$ cat config.mk
export PLATFORM = sky130hd
export DESIGN_NAME = alu_arbiter_flat
export DESIGN_NICKNAME = d
export VERILOG_FILES = /design/src/rtl/alu_arbiter_if.sv /design/src/rtl/alu_arbiter.sv /design/src/flat_wrapper.sv
export SDC_FILE = /design/constraint.sdc
export NUM_CORES = 1
export LEC_CHECK = 0
export BUFFER_PORTS_ARGS = -buffer_cell sky130_fd_sc_hd__buf_4
export CORE_AREA = 3 3 125 127
export DETAILED_ROUTE_END_ITERATION = 10
export DIE_AREA = 0 0 128 130
export PLACE_DENSITY = 0.72
export RECOVER_POWER = 50
export SLEW_MARGIN = 20
export SYNTH_ARGS = -nofsm -noshare
export SYNTH_HDL_FRONTEND = slang
export SYNTH_SLANG_ARGS = --single-unit
$ cat constraint.sdc
create_clock -name clk -period 5.6 [get_ports clk]
set_input_delay 0.84 -clock clk [delete_from_list [all_inputs] [get_ports clk]]
set_output_delay 0.84 -clock clk [all_outputs]
set_load 0.02 [all_outputs]
$ cat src/rtl/alu_arbiter_if.sv
// Requester, ALU and response signals of alu_arbiter.
// slave is the arbiter's view, master is the surrounding system's view.
interface alu_arbiter_if #(
   parameter int unsigned CNT_W = 16
) ();
   logic             req0_valid;
   logic             req0_ready;
   logic [31:0]      req0_A;
   logic [31:0]      req0_B;
   logic [3:0]       req0_sel;
   logic             req0_Cin;
   logic             req1_valid;
   logic             req1_ready;
   logic [31:0]      req1_A;
   logic [31:0]      req1_B;
   logic [3:0]       req1_sel;
   logic             req1_Cin;
   logic [31:0]      alu_A;
   logic [31:0]      alu_B;
   logic [3:0]       alu_sel;
   logic             alu_Cin;
   logic [31:0]      alu_Y;
   logic             alu_Cout;
   logic             alu_Negative;
   logic             alu_Zero;
   logic             alu_Overflow;
   logic             rsp_valid;
   logic             rsp_ready;
   logic             rsp_id;
   logic [31:0]      rsp_Y;
   logic [3:0]       rsp_flags;
   logic             rsp_err;
   logic             busy;
   logic [CNT_W-1:0] gnt_cnt0;
   logic [CNT_W-1:0] gnt_cnt1;

   modport slave (
      input  req0_valid, req0_A, req0_B, req0_sel, req0_Cin,
      input  req1_valid, req1_A, req1_B, req1_sel, req1_Cin,
      input  alu_Y, alu_Cout, alu_Negative, alu_Zero, alu_Overflow,
      input  rsp_ready,
      output req0_ready, req1_ready,
      output alu_A, alu_B, alu_sel, alu_Cin,
      output rsp_valid, rsp_id, rsp_Y, rsp_flags, rsp_err,
      output busy, gnt_cnt0, gnt_cnt1
   );

   modport master (
      output req0_valid, req0_A, req0_B, req0_sel, req0_Cin,
      output req1_valid, req1_A, req1_B, req1_sel, req1_Cin,
      output alu_Y, alu_Cout, alu_Negative, alu_Zero, alu_Overflow,
      output rsp_ready,
      input  req0_ready, req1_ready,
      input  alu_A, alu_B, alu_sel, alu_Cin,
      input  rsp_valid, rsp_id, rsp_Y, rsp_flags, rsp_err,
      input  busy, gnt_cnt0, gnt_cnt1
   );
endinterface

$ cat src/rtl/alu_arbiter.sv
// Round-robin sharing of one external combinational ALU between two requesters.
// Operands are held on the ALU for ALU_LAT cycles, then the result returns tagged by id.
module alu_arbiter #(
   parameter int unsigned ALU_LAT = 1,
   parameter int unsigned CNT_W   = 16
) (
   input logic          clk,
   input logic          rst,
   alu_arbiter_if.slave bus
);
   typedef enum logic [1:0] {StIdle, StExec, StResp} state_e;

   localparam logic [1:0] ExecLoad = 2'(ALU_LAT - 1);

   state_e           state_q, state_d;
   logic             prio_q;
   logic [1:0]       exec_cnt_q;
   logic [31:0]      alu_a_q, alu_b_q;
   logic [3:0]       alu_sel_q;
   logic             alu_cin_q;
   logic             rsp_id_q, rsp_err_q;
   logic [31:0]      rsp_y_q;
   logic [3:0]       rsp_flags_q;
   logic [CNT_W-1:0] cnt0_q, cnt1_q;
   logic             gnt_any, gnt_id, hs;
   logic             rdy0, rdy1, busy, rsp_valid;
   logic [3:0]       sel_m;

   // A lone valid always wins; on a tie the side named by prio_q wins.
   assign gnt_any = bus.req0_valid | bus.req1_valid;
   assign gnt_id  = (bus.req0_valid & bus.req1_valid) ? prio_q : bus.req1_valid;
   assign hs      = (state_q == StIdle) & gnt_any & ~rst;
   assign sel_m   = gnt_id ? bus.req1_sel : bus.req0_sel;

   always_ff @(posedge clk or posedge rst) begin
      if (rst) state_q <= StIdle;
      else     state_q <= state_d;
   end

   always_comb begin
      state_d = state_q;
      unique case (state_q)
         StIdle:  if (hs) state_d = StExec;
         StExec:  if (exec_cnt_q == 2'd0) state_d = StResp;
         StResp:  if (bus.rsp_ready) state_d = StIdle;
         default: state_d = StIdle;
      endcase
   end

   always_comb begin
      rdy0      = 1'b0;
      rdy1      = 1'b0;
      busy      = (state_q != StIdle);
      rsp_valid = (state_q == StResp);
      if ((state_q == StIdle) && !rst && gnt_any) begin
         rdy0 = ~gnt_id;
         rdy1 = gnt_id;
      end
   end

   always_ff @(posedge clk or posedge rst) begin
      if (rst) begin
         prio_q      <= 1'b0;
         exec_cnt_q  <= 2'd0;
         alu_a_q     <= '0;
         alu_b_q     <= '0;
         alu_sel_q   <= '0;
         alu_cin_q   <= 1'b0;
         rsp_id_q    <= 1'b0;
         rsp_err_q   <= 1'b0;
         rsp_y_q     <= '0;
         rsp_flags_q <= '0;
         cnt0_q      <= '0;
         cnt1_q      <= '0;
      end else if (hs) begin
         alu_a_q    <= gnt_id ? bus.req1_A : bus.req0_A;
         alu_b_q    <= gnt_id ? bus.req1_B : bus.req0_B;
         alu_sel_q  <= sel_m;
         alu_cin_q  <= gnt_id ? bus.req1_Cin : bus.req0_Cin;
         rsp_id_q   <= gnt_id;
         rsp_err_q  <= &sel_m[3:1];
         prio_q     <= ~gnt_id;
         exec_cnt_q <= ExecLoad;
         if (gnt_id) cnt1_q <= cnt1_q + CNT_W'(1);
         else        cnt0_q <= cnt0_q + CNT_W'(1);
      end else if (state_q == StExec) begin
         if (exec_cnt_q == 2'd0) begin
            rsp_y_q     <= bus.alu_Y;
            rsp_flags_q <= {bus.alu_Cout, bus.alu_Negative, bus.alu_Zero, bus.alu_Overflow};
         end else begin
            exec_cnt_q <= exec_cnt_q - 2'd1;
         end
      end
   end

   assign bus.req0_ready = rdy0;
   assign bus.req1_ready = rdy1;
   assign bus.alu_A      = alu_a_q;
   assign bus.alu_B      = alu_b_q;
   assign bus.alu_sel    = alu_sel_q;
   assign bus.alu_Cin    = alu_cin_q;
   assign bus.rsp_valid  = rsp_valid;
   assign bus.rsp_id     = rsp_id_q;
   assign bus.rsp_Y      = rsp_y_q;
   assign bus.rsp_flags  = rsp_flags_q;
   assign bus.rsp_err    = rsp_err_q;
   assign bus.busy       = busy;
   assign bus.gnt_cnt0   = cnt0_q;
   assign bus.gnt_cnt1   = cnt1_q;
endmodule

$ cat src/flat_wrapper.sv
// flat-port wrapper written by rule: the top's interface ports become plain ports
module alu_arbiter_flat 
#(
   parameter int unsigned ALU_LAT = 1,
   parameter int unsigned CNT_W   = 16
)
  (clk, rst, bus_req0_valid, bus_req0_A, bus_req0_B, bus_req0_sel, bus_req0_Cin, bus_req1_valid, bus_req1_A, bus_req1_B, bus_req1_sel, bus_req1_Cin, bus_alu_Y, bus_alu_Cout, bus_alu_Negative, bus_alu_Zero, bus_alu_Overflow, bus_rsp_ready, bus_req0_ready, bus_req1_ready, bus_alu_A, bus_alu_B, bus_alu_sel, bus_alu_Cin, bus_rsp_valid, bus_rsp_id, bus_rsp_Y, bus_rsp_flags, bus_rsp_err, bus_busy, bus_gnt_cnt0, bus_gnt_cnt1);
  alu_arbiter_if #(.CNT_W(CNT_W)) bus_i ();
  input logic clk;
  input logic rst;
  input wire logic [$bits(bus_i.req0_valid)-1:0] bus_req0_valid;
  input wire logic [$bits(bus_i.req0_A)-1:0] bus_req0_A;
  input wire logic [$bits(bus_i.req0_B)-1:0] bus_req0_B;
  input wire logic [$bits(bus_i.req0_sel)-1:0] bus_req0_sel;
  input wire logic [$bits(bus_i.req0_Cin)-1:0] bus_req0_Cin;
  input wire logic [$bits(bus_i.req1_valid)-1:0] bus_req1_valid;
  input wire logic [$bits(bus_i.req1_A)-1:0] bus_req1_A;
  input wire logic [$bits(bus_i.req1_B)-1:0] bus_req1_B;
  input wire logic [$bits(bus_i.req1_sel)-1:0] bus_req1_sel;
  input wire logic [$bits(bus_i.req1_Cin)-1:0] bus_req1_Cin;
  input wire logic [$bits(bus_i.alu_Y)-1:0] bus_alu_Y;
  input wire logic [$bits(bus_i.alu_Cout)-1:0] bus_alu_Cout;
  input wire logic [$bits(bus_i.alu_Negative)-1:0] bus_alu_Negative;
  input wire logic [$bits(bus_i.alu_Zero)-1:0] bus_alu_Zero;
  input wire logic [$bits(bus_i.alu_Overflow)-1:0] bus_alu_Overflow;
  input wire logic [$bits(bus_i.rsp_ready)-1:0] bus_rsp_ready;
  output wire logic [$bits(bus_i.req0_ready)-1:0] bus_req0_ready;
  output wire logic [$bits(bus_i.req1_ready)-1:0] bus_req1_ready;
  output wire logic [$bits(bus_i.alu_A)-1:0] bus_alu_A;
  output wire logic [$bits(bus_i.alu_B)-1:0] bus_alu_B;
  output wire logic [$bits(bus_i.alu_sel)-1:0] bus_alu_sel;
  output wire logic [$bits(bus_i.alu_Cin)-1:0] bus_alu_Cin;
  output wire logic [$bits(bus_i.rsp_valid)-1:0] bus_rsp_valid;
  output wire logic [$bits(bus_i.rsp_id)-1:0] bus_rsp_id;
  output wire logic [$bits(bus_i.rsp_Y)-1:0] bus_rsp_Y;
  output wire logic [$bits(bus_i.rsp_flags)-1:0] bus_rsp_flags;
  output wire logic [$bits(bus_i.rsp_err)-1:0] bus_rsp_err;
  output wire logic [$bits(bus_i.busy)-1:0] bus_busy;
  output wire logic [$bits(bus_i.gnt_cnt0)-1:0] bus_gnt_cnt0;
  output wire logic [$bits(bus_i.gnt_cnt1)-1:0] bus_gnt_cnt1;
  assign bus_i.req0_valid = bus_req0_valid;
  assign bus_i.req0_A = bus_req0_A;
  assign bus_i.req0_B = bus_req0_B;
  assign bus_i.req0_sel = bus_req0_sel;
  assign bus_i.req0_Cin = bus_req0_Cin;
  assign bus_i.req1_valid = bus_req1_valid;
  assign bus_i.req1_A = bus_req1_A;
  assign bus_i.req1_B = bus_req1_B;
  assign bus_i.req1_sel = bus_req1_sel;
  assign bus_i.req1_Cin = bus_req1_Cin;
  assign bus_i.alu_Y = bus_alu_Y;
  assign bus_i.alu_Cout = bus_alu_Cout;
  assign bus_i.alu_Negative = bus_alu_Negative;
  assign bus_i.alu_Zero = bus_alu_Zero;
  assign bus_i.alu_Overflow = bus_alu_Overflow;
  assign bus_i.rsp_ready = bus_rsp_ready;
  assign bus_req0_ready = bus_i.req0_ready;
  assign bus_req1_ready = bus_i.req1_ready;
  assign bus_alu_A = bus_i.alu_A;
  assign bus_alu_B = bus_i.alu_B;
  assign bus_alu_sel = bus_i.alu_sel;
  assign bus_alu_Cin = bus_i.alu_Cin;
  assign bus_rsp_valid = bus_i.rsp_valid;
  assign bus_rsp_id = bus_i.rsp_id;
  assign bus_rsp_Y = bus_i.rsp_Y;
  assign bus_rsp_flags = bus_i.rsp_flags;
  assign bus_rsp_err = bus_i.rsp_err;
  assign bus_busy = bus_i.busy;
  assign bus_gnt_cnt0 = bus_i.gnt_cnt0;
  assign bus_gnt_cnt1 = bus_i.gnt_cnt1;
  alu_arbiter #(.ALU_LAT(ALU_LAT), .CNT_W(CNT_W)) u_core (.clk(clk), .rst(rst), .bus(bus_i));
endmodule
==> metrics.yaml <==
finish:
  n_antenna_cell: 0
  final_cell_mix: "buf_4, nand2_1, dfrtp_1, clkbuf_1, a32oi_1"
  final_common_cell: "buf_4"
  fillers: 1331
  drive_gt1_share_pct: 32.9
  area_growth_pct: 41.2
  nets: 1031
  fin_util_pct: 59.9
yosys:
  yosysSeqAreaShare_pct: 58.5
  synth_simple_gate_area_share_pct: 14.6
  synth-async-reset-ratio_pct: 100
  ys_types: 36
  synth_compound_area_share_pct: 10.6
  synth_area_per_cell_sq_um: 11.4
  synth_nets: 723
  synth_seq_cells: 144
  syn_area_sq_um: 6160
  synth_xor_area_share_pct: 4.40
  synth_top_family_by_area: "simple AND/OR/NAND/NOR gates"
  ys_warn_count: 0
  synth_cells: 541
  synth_edf_count: 0
  muxShareOfSynthArea_pct: 7.43
  synth_fa_ha_area_share_pct: 0.609
  synth_ff_type: "dfrtp_1"
setup_path:
  startpoint_type: "primary input"
  crit_path_max_fanout: 74
  r2r_cells: 4
  crit_arrival_ns: 3.86
  endpoint_kind: "register"
  cp.required_ns: 5.74
  critical_path_class: "in2reg"
drt:
  vias: 5372
  drc_errors: 0
  wire_per_inst_microns: 16.9
  ant_nets: 0
  drt-initial-drc-count: 328
  vias_per_cell: 5.15
  drt-pass1-iter-count: 5
  wl_microns: 17600
clock_tree:
  cts_buffer_depth: 2
  clock_latency_ns: 0.41
  cts_root_buf: "clkbuf_16"
  clk_pin_slew_ns: 0.05
  cts_max_level: 4
  ctsHoldBuffers: 0
  post-cts-setup-buffer-count: 0
  cts_buffers: 17
  cts_tree: "built"
  cts_resized: 0
  clock_sinks: 144
flow_run:
  maxCapViolations: 2
timing:
  final.setup.tns_ns: 0
  fin_crit_sh_pct: 66.3
  period_needed_ns: 3.71
  relSlewSlack_pct: -138
  max_freq_mhz: 269
  slew_viol_final: 160
  skew_ns: 0.00528
  grt_setup_unrepaired: "false"
  setup_violations: 0
  worst_slew_pin_slew_ns: 3.55
  final-hold-violation-count: 0
global_route:
  grt_pass1_wl_microns: 27200
  grt_pass1_vias: 5396
  overflow: 0
  antenna_found_initial: 0
  grt_usage_pct: 20.8
  grt_max_degree: 85
power_and_ir_drop:
  comb_power_share_pct: 41.4
  power_leakage_nw: 4.28
  p_sw_share_pct: 41.2
  total_power_mw: 4.64
  p_switching_mw: 1.91
  powerDensity_nw_per_um2: 532
  seqPwrFrac_pct: 37.4
  ir_drop_v: 0.000228
  p_int_mw: 2.73
  p_clk_share_pct: 21.2
placement:
  dp_hpwl_microns: 13000
  routabilityCongestion: 0.783
  numPortBuffers: 321
floorplan:
  dieArea_sq_um: 16600
  die_w_microns: 128
  die_h_microns: 130
  core-area_sq_um: 14500
  std_cell_rows: 44
  boundaryPins: 322
  start_util_pct: 42.4
outcome:
  status: "complete, but fails checks"
  violations: "max-capacitance violations, max-slew violations"
hold_path:
  hold_class: "reg2reg"
  min_delay_path_depth: 2
==> layout make-up <==
class | instances | area, sq um | area share [%]
Timing Repair Buffer | 327 | 2030 | 23.3
Sequential cell | 144 | 3600 | 41.4
Inverter | 7 | 27.5 | 0.316
Tap cell | 184 | 230 | 2.64
Clock buffer | 23 | 468 | 5.38
Clock inverter | 6 | 37.5 | 0.431
Multi-Input combinational cell | 352 | 2310 | 26.6
==> state kept, by name (all words and copies together), names as in the netlist <==
signal and flops:
u_core.bus.rsp_id 1, u_core.prio_q 1, u_core.exec_cnt_q 2, u_core.bus.alu_B 32, u_core.bus.rsp_Y 32, u_core.state_q 2
u_core.bus.rsp_err 1, u_core.bus.gnt_cnt1 16, u_core.bus.alu_sel 4, u_core.bus.alu_A 32, u_core.bus.rsp_flags 4, u_core.bus.alu_Cin 1
u_core.bus.gnt_cnt0 16
==> final timing paths <==
check / from / to / slack (ns)
worst min-delay path: u_core.bus.alu_B[17] / u_core.bus.alu_B[17] / 0.46
min in group asynchronous: rst / u_core.bus.rsp_Y[19] / 1.52
worst max register to register: u_core.state_q[1] / u_core.bus.alu_sel[2] / 2.08
max in group asynchronous: rst / u_core.bus.gnt_cnt1[5] / 2.11
worst min register to register: u_core.bus.alu_B[17] / u_core.bus.alu_B[17] / 0.46
worst max-delay path: rst / u_core.bus.alu_sel[2] / 1.89
==> synthesized netlist by cell type, types with 2 or more instances <==
cell type | instances | area [sq um]
xnor2_1 | 19 | 166
buf_2 | 17 | 85.1
buf_6 | 3 | 33.8
ha_1 | 3 | 37.5
inv_1 | 7 | 26.3
and3_1 | 5 | 31.3
nand2_1 | 145 | 544
a21o_1 | 3 | 22.5
buf_4 | 7 | 52.6
or2_1 | 2 | 12.5
mux2_2 | 38 | 428
clkbuf_1 | 9 | 33.8
nor3_1 | 7 | 35.0
a22o_1 | 2 | 17.5
and2_1 | 2 | 12.5
buf_1 | 2 | 7.51
nand2b_1 | 2 | 12.5
mux2i_1 | 3 | 30.0
o21ai_0 | 4 | 20.0
and4_1 | 5 | 43.8
dfrtp_1 | 144 | 3600
a32oi_1 | 66 | 578
nand4_1 | 11 | 68.8
nor2_1 | 6 | 22.5
nand3_1 | 7 | 35.0
xor2_1 | 12 | 105
==> cells by family after synthesis <==
logic type,Yosys count
AOI/OAI and AO/OA,77
xor gates and xnor gates,31
adders and majority gates,3
buffers and inverters,45
DFF,144
muxes,41
and+or+nand+nor,200
==> critical path, stage by stage <==
cell and delay [ns]:
clkbuf_1 0.16, nor3_1 0.16, o21ai_4 0.08, clkbuf_1 2.21, o21ai_0 0.38
==> power by group through the flow <==
stage                     clock network, mW  logic, mW  registers [mW]
after global routing                   1.05       2.09            1.79
after floorplan                           0      0.773            2.24
after detailed placement                  0       2.27            1.76
after global placement                    0       2.22            1.74
final                                 0.984       1.92            1.73
after CTS                              1.01       2.27            1.75
==> metrics by stage <==
step / hold WS (ns) / instances / area (sq um) / setup WS (ns)
after global placement: 0.454 / 1014 / 8660 / 2.36
after CTS: 0.469 / 1043 / 9160 / 2.26
after global routing: 0.474 / 1043 / 8710 / 1.38
after floorplan: 0.463 / 541 / 6160 / 0.894
final: 0.461 / 1043 / 8710 / 1.89
after detailed placement: 0.457 / 1014 / 8660 / 2.27
==> routing by layer <==
metal / part of all wire (%) / vias to the layer above / global-route usage [%]
met2: 53 / 207 / 36.8
met3: 7.2 / 29 / 6.14
met1: 38 / 2601 / 23.7
li1: - / 2535 / -
met4: 2.1 / 0 / 8.05
met5: 0 / - / 0
(Power assumes the default switching activity.)
